## src/rtl/uart_alu_pkg.sv

```systemverilog
// Shared definitions for the UART/ALU frame controller: state encoding,
// default widths and the opcode values understood by the external ALU.
package uart_alu_pkg;

  localparam int D_BIT_DEF  = 8;
  localparam int OP_BIT_DEF = 6;

  localparam logic [2:0] ST_GET_A   = 3'd0;
  localparam logic [2:0] ST_GET_B   = 3'd1;
  localparam logic [2:0] ST_GET_OP  = 3'd2;
  localparam logic [2:0] ST_EXEC    = 3'd3;
  localparam logic [2:0] ST_SEND    = 3'd4;
  localparam logic [2:0] ST_WAIT_TX = 3'd5;

  typedef enum logic [2:0] {
    GET_A   = ST_GET_A,
    GET_B   = ST_GET_B,
    GET_OP  = ST_GET_OP,
    EXEC    = ST_EXEC,
    SEND    = ST_SEND,
    WAIT_TX = ST_WAIT_TX
  } state_t;

  localparam logic [5:0] OP_ADD = 6'h20;
  localparam logic [5:0] OP_SUB = 6'h22;
  localparam logic [5:0] OP_AND = 6'h24;
  localparam logic [5:0] OP_OR  = 6'h25;
  localparam logic [5:0] OP_XOR = 6'h26;
  localparam logic [5:0] OP_NOR = 6'h27;
  localparam logic [5:0] OP_SRA = 6'h03;
  localparam logic [5:0] OP_SRL = 6'h02;

endpackage

```

## src/rtl/uart_alu_interface_frame_timer.sv

```systemverilog
// Inter-byte watchdog: counts enabled cycles, saturates at the last count
// and flags expiry while enabled at that count.
module frame_timer #(
  parameter int TIMEOUT_CYC = 100000
) (
  input  logic i_clk,
  input  logic i_reset,
  input  logic i_clear,
  input  logic i_enable,
  output logic o_expire
);

  localparam int CW = $clog2(TIMEOUT_CYC);
  localparam logic [CW-1:0] LAST = CW'(TIMEOUT_CYC - 1);

  logic [CW-1:0] count_q, count_d;

  always_comb begin
    count_d = count_q;
    if (i_clear) begin
      count_d = '0;
    end else if (i_enable && (count_q != LAST)) begin
      count_d = count_q + CW'(1);
    end
  end

  always_ff @(posedge i_clk or posedge i_reset) begin
    if (i_reset) begin
      count_q <= '0;
    end else begin
      count_q <= count_d;
    end
  end

  assign o_expire = i_enable && (count_q == LAST);

endmodule

```

## src/rtl/uart_alu_interface.sv

```systemverilog
// Frame controller: gathers A, B, opcode bytes from the UART receiver, feeds
// the external ALU, and hands the result to the transmitter.
module uart_alu_interface
  import uart_alu_pkg::*;
#(
  parameter int D_BIT       = D_BIT_DEF,
  parameter int OP_BIT      = OP_BIT_DEF,
  parameter int TIMEOUT_CYC = 100000
) (
  input  logic              i_clk,
  input  logic              i_reset,
  input  logic              i_rx_done_tick,
  input  logic [D_BIT-1:0]  i_rx_data,
  input  logic [D_BIT-1:0]  i_alu_result,
  input  logic              i_tx_done_tick,
  output logic [D_BIT-1:0]  o_data_a,
  output logic [D_BIT-1:0]  o_data_b,
  output logic [OP_BIT-1:0] o_op,
  output logic [D_BIT-1:0]  o_tx_data,
  output logic              o_tx_start,
  output logic              o_timeout,
  output logic              o_overrun
);

  state_t             state_q, state_d;
  logic [D_BIT-1:0]   data_a_q, data_a_d;
  logic [D_BIT-1:0]   data_b_q, data_b_d;
  logic [OP_BIT-1:0]  op_q, op_d;
  logic [D_BIT-1:0]   tx_data_q, tx_data_d;
  logic               timeout_q, timeout_d;
  logic               overrun_q, overrun_d;
  logic               accept;
  logic               timer_en;
  logic               timer_exp;

  // Timer runs only while a frame is partially received; anything else holds it at zero.
  assign timer_en = (state_q == GET_B) || (state_q == GET_OP);

  frame_timer #(
    .TIMEOUT_CYC(TIMEOUT_CYC)
  ) u_frame_timer (
    .i_clk    (i_clk),
    .i_reset  (i_reset),
    .i_clear  (accept || !timer_en),
    .i_enable (timer_en),
    .o_expire (timer_exp)
  );

  always_comb begin
    state_d   = state_q;
    data_a_d  = data_a_q;
    data_b_d  = data_b_q;
    op_d      = op_q;
    tx_data_d = tx_data_q;
    overrun_d = overrun_q;
    timeout_d = 1'b0;
    accept    = 1'b0;
    case (state_q)
      GET_A: begin
        if (i_rx_done_tick) begin
          data_a_d = i_rx_data;
          accept   = 1'b1;
          state_d  = GET_B;
        end
      end
      GET_B: begin
        if (i_rx_done_tick) begin
          data_b_d = i_rx_data;
          accept   = 1'b1;
          state_d  = GET_OP;
        end else if (timer_exp) begin
          timeout_d = 1'b1;
          state_d   = GET_A;
        end
      end
      GET_OP: begin
        if (i_rx_done_tick) begin
          op_d    = i_rx_data[OP_BIT-1:0];
          accept  = 1'b1;
          state_d = EXEC;
        end else if (timer_exp) begin
          timeout_d = 1'b1;
          state_d   = GET_A;
        end
      end
      EXEC: begin
        tx_data_d = i_alu_result;
        state_d   = SEND;
        if (i_rx_done_tick) overrun_d = 1'b1;
      end
      SEND: begin
        state_d = WAIT_TX;
        if (i_rx_done_tick) overrun_d = 1'b1;
      end
      WAIT_TX: begin
        // A byte coinciding with the transmit-done tick starts the next frame.
        if (i_tx_done_tick) begin
          state_d = GET_A;
          if (i_rx_done_tick) begin
            data_a_d = i_rx_data;
            accept   = 1'b1;
            state_d  = GET_B;
          end
        end else if (i_rx_done_tick) begin
          overrun_d = 1'b1;
        end
      end
      default: state_d = GET_A;
    endcase
  end

  always_ff @(posedge i_clk or posedge i_reset) begin
    if (i_reset) begin
      state_q   <= GET_A;
      data_a_q  <= '0;
      data_b_q  <= '0;
      op_q      <= '0;
      tx_data_q <= '0;
      timeout_q <= 1'b0;
      overrun_q <= 1'b0;
    end else begin
      state_q   <= state_d;
      data_a_q  <= data_a_d;
      data_b_q  <= data_b_d;
      op_q      <= op_d;
      tx_data_q <= tx_data_d;
      timeout_q <= timeout_d;
      overrun_q <= overrun_d;
    end
  end

  assign o_data_a   = data_a_q;
  assign o_data_b   = data_b_q;
  assign o_op       = op_q;
  assign o_tx_data  = tx_data_q;
  assign o_tx_start = (state_q == SEND);
  assign o_timeout  = timeout_q;
  assign o_overrun  = overrun_q;

endmodule
```

## config.mk

```make
export PLATFORM = sky130hd
export DESIGN_NAME = uart_alu_interface
export DESIGN_NICKNAME = d
export VERILOG_FILES = /design/src/rtl/uart_alu_pkg.sv /design/src/rtl/uart_alu_interface_frame_timer.sv /design/src/rtl/uart_alu_interface.sv
export SDC_FILE = /design/constraint.sdc
export NUM_CORES = 1
export LEC_CHECK = 0
export ABC_AREA = 0
export CORE_MARGIN = 2
export CORE_UTILIZATION = 47
export DETAILED_ROUTE_END_ITERATION = 8
export PLACE_DENSITY = 0.84
export SLEW_MARGIN = 20
export SYNTH_ARGS = -nofsm -noshare
export SYNTH_HDL_FRONTEND = slang
export SYNTH_SLANG_ARGS = --single-unit
export TNS_END_PERCENT = 100
```

## constraint.sdc

```tcl
create_clock -name i_clk -period 2 [get_ports i_clk]
set_input_delay 0.5 -clock i_clk [delete_from_list [all_inputs] [get_ports i_clk]]
set_output_delay 0.5 -clock i_clk [all_outputs]
set_load 0.02 [all_outputs]
```

==> results of run 1 <==
layer usage:
layer | up-vias | global-route usage (%) | wire length (um) | part of all wire, %
met3 | 8 | 4.47 | 190 | 4.0
met1 | 824 | 23.2 | 1980 | 42
met4 | 0 | 8.33 | 92 | 2.0
met2 | 39 | 33.4 | 2430 | 52
li1 | 791 | - | - | -
met5 | - | 0 | 0 | 0
metrics by stage:
stage / worst slack (ps) / utilization (%)
2_1_floorplan: 242 / -
3_3_place_gp: 81.2 / 62.9
3_5_place_dp: 72.4 / 62.9
4_1_cts: 130 / 65.2
5_1_grt: 36.1 / 65.2
6_report: 138 / 65.2
worst paths after layout:
| check | endpoint | slack (ps) | cells after the start |
|---|---|---|---|
| min in group asynchronous | o_data_a[3] | 550 | 3 |
| worst min-delay path | o_overrun | 470 | 1 |
| worst min register to register | o_overrun | 470 | 1 |
| worst max register to register | u_frame_timer.count_q[1] | 140 | 5 |
| worst max-delay path | u_frame_timer.count_q[1] | 140 | 5 |
| max in group asynchronous | o_tx_data[7] | 1220 | 3 |
sequential cells by signal, indices dropped and copies added, names as in the netlist:
signal,flops
o_data_a,8
o_data_b,8
o_op,6
o_overrun,1
o_timeout,1
o_tx_data,8
state_q,3
u_frame_timer.count_q,17
cells in the final DEF (no fill, tap or decap), types with 2 or more instances in the layout:
master and instances:
xnor2_1 2, and4_1 3, nor3b_2 2, nand3b_1 4, or3_2 2, buf_4 8
inv_1 3, or3_1 2, nand4_1 8, and2_1 3, clkbuf_8 5, nor2_1 14
o21ai_0 4, a21oi_2 2, dfrtp_1 52, nand2_1 3, nand2b_1 3, xor2_1 8
o21ai_1 3, mux2_2 30, clkdlybuf4s50_1 51, and3_1 2, nand3_1 6, a21oi_1 6
buf_12 2
layout make-up:
type	count	area, um^2	share of cell area [%]
Clock buffer	5	68.8	2.22
Clock inverter	3	42.5	1.37
Inverter	4	15.0	0.484
Multi-Input combinational cell	124	970	31.3
Sequential cell	52	1300	42.0
Tap cell	67	83.8	2.70
Timing Repair Buffer	62	619	20.0
cell families (layout without fill, tap and decap cells):
group,count (synthesis),count (layout),share of synthesized area [%]
and+or+nand+nor,63,63,17.5
buffers and inverters,10,74,2.42
xor gates and xnor gates,10,10,3.76
adders and majority gates,1,1,0.538
muxes,31,31,14.9
DFF,52,52,55.9
AOI/OAI and AO/OA,19,19,4.89
power by group:
part | switching [mW] | internal (mW)
sequential | 0.192 | 1.41
combinational | 0.901 | 1.02
clock | 0.341 | 0.370
synth_stat cells:
| cell | n |
|---|---|
| nor2_2 | 1 |
| xor2_1 | 8 |
| a21oi_1 | 6 |
| nand2b_1 | 3 |
| buf_2 | 1 |
| mux2_2 | 30 |
| and2_1 | 3 |
| nor3_2 | 1 |
| nor2_1 | 14 |
| or4_4 | 1 |
| nor4_1 | 1 |
| nand3b_1 | 4 |
| a21oi_2 | 2 |
| inv_1 | 4 |
| nand4b_1 | 1 |
| or3b_1 | 1 |
| a31o_2 | 1 |
| nor3b_2 | 2 |
| nor4_4 | 1 |
| a21o_1 | 1 |
| ha_1 | 1 |
| nand2_1 | 3 |
| or3_1 | 2 |
| nand4_1 | 8 |
| o21ai_1 | 3 |
| clkbuf_8 | 1 |
| or4bb_1 | 1 |
| dfrtp_1 | 52 |
| nand2_2 | 1 |
| and3_1 | 2 |
| clkbuf_1 | 3 |
| mux2i_1 | 1 |
| xnor2_1 | 2 |
| a31oi_1 | 1 |
| and4_1 | 3 |
| nand3_1 | 6 |
| buf_6 | 1 |
| or4b_1 | 1 |
| o21ai_0 | 4 |
| nor3_1 | 1 |
| or3_2 | 2 |
| o21ai_2 | 1 |
repair_timing:
item / 4_1_cts / 5_1_grt
buffers inserted: 0 / 0
endpoints found under the setup margin: 1 / 0
resized for setup: 1 / 0
hold endpoints to repair: 0 / 0
==> flow_summary.ini, run 1 <==
[clocking]
clk_path_buf_depth = 2
numCtsBuffers = 5
cts_tree = yes
cts.sinks = 52
clk_pin_slew_ps = 90
htree_levels = 2
clkLatencyLatePin_ps = 300
holdBufCountCts = 0
cts-root-buf = clkbuf_8

[critical_path]
required_ps = 2190
crit_path_max_fanout = 11
crit_slowest_cell = or4_4
crit_path_end_kind = flop
crit_path_cell_trace = or4_4 > nor4_4 > buf_4 > mux2i_1 > nor2_2
cpLargestDelayFamily = simple AND/OR/NAND/NOR gates
path_class = reg2reg
max_stage_delay_ps = 560
critPathBufInv = 1
critPathArrivalTime_ps = 2050
r2r-start = u_frame_timer.count_q[13]
crit_path_start = u_frame_timer.count_q[13]
crit_path_start_kind = flop

[die]
rows = 25
fp.dieW_um = 74.4
core_area_um2 = 4750
ios = 53
fp.dieH_um = 74.4
die-area_um2 = 5530
initial_utilization_pct = 48.9

[pwr]
p_leak_nw = 1.26
power_density_nw_per_um2 = 1370
ir_worst_vdd_mv = 0.770
total_power_mw = 4.23

[final_layout]
stdcell_count = 317
drive_gt1_share_pct = 24.8
area_delta_synth_final_pct = 33.2
final_area_um2 = 3100
fillers = 377
num_antenna_cells = 0
nets = 270

[route]
drt_first_pass_iters = 4
vias = 1662
drtAntennaViolNets = 0
viasPerCell = 5.24
drc = 0
wl_per_cell_um = 14.8
routed_wl_um = 4700
drtIter0Drc = 72

[grt]
overflow = 0
antenna_found_initial = 0
grt_pass1_wl_um = 8010
grt_max_degree = 53
track_usage_pct = 19.4
grt_pass1_vias = 1679

[timing]
finalSetupViolCount = 0
period_share_pct = 93.1
whs_ps = 465
tightest_slew_ps = 411
final_max_slew_viol_count = 0
clock_skew_ps = 7.83
rsz0062_at_grt = no
tns_ps = 0
max_freq_ghz = 0.537
slew_headroom_pct = 72.5
hold_viol_final = 0
min_period_ps = 1860

[min_path]
worstHoldPathType = reg2reg
holdCritStartpoint = o_overrun

[outcome]
outcome = finished, final reports clean

[place]
routabilityCongestion = 0.848
placed_cells = 309
hpwlAfterDp_um = 3240
placed_area_um2 = 2990
io_buffers = 52

[synthesis]
syn_area_per_cell_um2 = 12.5
syn_nets = 207
syn_inst = 186
yosysWarnings = 0
yosys.area.top_type = dfrtp_1
ys_seq_area_share_pct = 55.9
synthTopCellsByArea = dfrtp_1 56%, mux2_2 15%, xor2_1 3.0%
synth_cell_types = 42
yosys.area.top_type_share_pct = 55.9
ys_ff_latch = 52
synth_area_um2 = 2330

[run]
maxCapViolCount = 0
(Power assumes the default switching activity.)
==> run 2, diff against run 1 <==
CELL_PAD_IN_SITES_DETAIL_PLACEMENT = 1   (was unset)
CELL_PAD_IN_SITES_GLOBAL_PLACEMENT = 1   (was unset)
CORE_UTILIZATION = 39   (was 47)
PLACE_DENSITY = 0.86   (was 0.84)
==> run 2 against run 1 <==
Global-route usage grew 0.63 points. First-iteration DRC count shrank 5.6%. Largest cell class unchanged. Clock skew shrank 2.2 ps. Flip-flop and latch count is the same. Critical path depth grew 1. Utilization shrank 11 points. Wire length grew 29%. Setup slack lost 22 ps. Hold slack gained 20 ps.
==> flow_summary.ini, run 2 (synthesis results as in run 1) <==
[pwr]
power_density_nw_per_um2 = 1380
p_leak_nw = 1.29
ir_worst_vdd_mv = 0.608
total_power_mw = 4.35

[final_layout]
final_area_um2 = 3150
nets = 274
final_cell_mix = 52 x dfrtp_1, 51 x clkdlybuf4s50_1, 30 x mux2_2
num_antenna_cells = 0
area_delta_synth_final_pct = 35.3
top_register = u_frame_timer.count_q
drive_gt1_share_pct = 25.6
largest_register_ffs = 17
final_core_util_pct = 53.8
final_common_cell = dfrtp_1

[clocking]
postCtsSetupRepairBufs = 0
cts.sinks = 52
cts_tree = yes
clk_pin_slew_ps = 90
cts-resized-gates = 1
clk_path_buf_depth = 2
holdBufCountCts = 0
cts-root-buf = clkbuf_8
clkLatencyLatePin_ps = 310
numCtsBuffers = 5
htree_levels = 2

[route]
wl_per_cell_um = 18.4
drt_first_pass_iters = 4
routed_wl_um = 6050
drtAntennaViolNets = 0
drc = 0
viasPerCell = 5.29
drtIter0Drc = 68
vias = 1741

[grt]
antenna_found_initial = 0
grt_pass1_wl_um = 9760
overflow = 0
grt_pass1_vias = 1880
grt_max_degree = 19
track_usage_pct = 20.0

[critical_path]
crit_slowest_cell = or3_2
max_stage_delay_ps = 480
crit_path_start = u_frame_timer.count_q[0]
critPathBufInv = 1
crit_path_end_kind = flop
crit_path_cell_trace = ha_1 > nand4_1 > nor4_4 > buf_4 > or3_2 > a21oi_2
path_class = reg2reg
cpLargestDelayFamily = simple AND/OR/NAND/NOR gates
r2r-start = u_frame_timer.count_q[0]
crit_path_start_kind = flop
reg2reg_slack_ps = 120
required_ps = 2230
crit_path_max_fanout = 11
critPathArrivalTime_ps = 2110

[die]
fp.dieW_um = 81.3
fp.dieH_um = 81.3
initial_utilization_pct = 39.8
rows = 28
ios = 53
die-area_um2 = 6600
core_area_um2 = 5850

[timing]
finalSetupViolCount = 0
min_period_ps = 1880
clock_skew_ps = 5.67
hold_viol_final = 0
tns_ps = 0
slew_headroom_pct = 69.5
rsz0062_at_grt = no
final_max_slew_viol_count = 0
period_share_pct = 94.2
tightest_slew_ps = 456
max_freq_ghz = 0.531

[place]
io_buffers = 52
hpwlAfterDp_um = 4450
routabilityCongestion = 0.805
placed_area_um2 = 3040

[outcome]
outcome = finished, final reports clean

[min_path]
worstHoldPathType = in2async

[run]
maxCapViolCount = 0
run 2: worst paths after layout:
check,to,depth (start not counted)
max in group asynchronous,u_frame_timer.count_q[0],3
worst max-delay path,u_frame_timer.count_q[5],6
worst min register to register,o_overrun,1
min in group i_clk,o_overrun,1
worst min-delay path,u_frame_timer.count_q[3],2
worst max register to register,u_frame_timer.count_q[5],6
run 2: metal layers:
metal / routed length [um] / vias up / track usage [%]
li1: - / 803 / -
met1: 2440 / 896 / 22.4
met2: 3340 / 35 / 38.2
met3: 182 / 7 / 3.78
met4: 83 / 0 / 5.76
met5: 0 / - / 0
run 2: where the power goes:
| part | switching [mW] | internal [mW] | leakage, nW |
|---|---|---|---|
| clock | 0.349 | 0.372 | 0.0552 |
| combinational | 0.988 | 1.04 | 0.581 |
| sequential | 0.195 | 1.41 | 0.651 |
run 2: final cells by class:
class / instances / area, um^2
fill: 609 / 2700
sequential: 52 / 1300
multi-input combinational: 124 / 970
timing repair buffer: 66 / 662
tap: 75 / 93.8
clock buffer: 6 / 72.6
clock inverter: 2 / 35.0
inverter: 4 / 15.0
run 2: metrics by stage:
stage,instances,hold WS (ps),worst slack (ps)
after floorplan,186,493,242
after global placement,321,438,84.7
after detailed placement,321,487,-63.7
after CTS,329,491,108
after global routing,329,508,21.9
final,329,485,116
run 2: worst reg2reg max path, delay by kind of cell, from the launching register on:
kind                     cells  cell delay, ps
adder cells (fa/ha/maj)      1             280
flip-flops                   1             430
buffers and inverters        1             180
AND/OR/NAND/NOR              3             780
AO/OA/AOI/OAI                1             150
==> run 3, diff against run 2 <==
CAP_MARGIN = 20   (was unset)
==> results of run 3 <==
Final layout, timing and power as in run 2 (identical DEF).
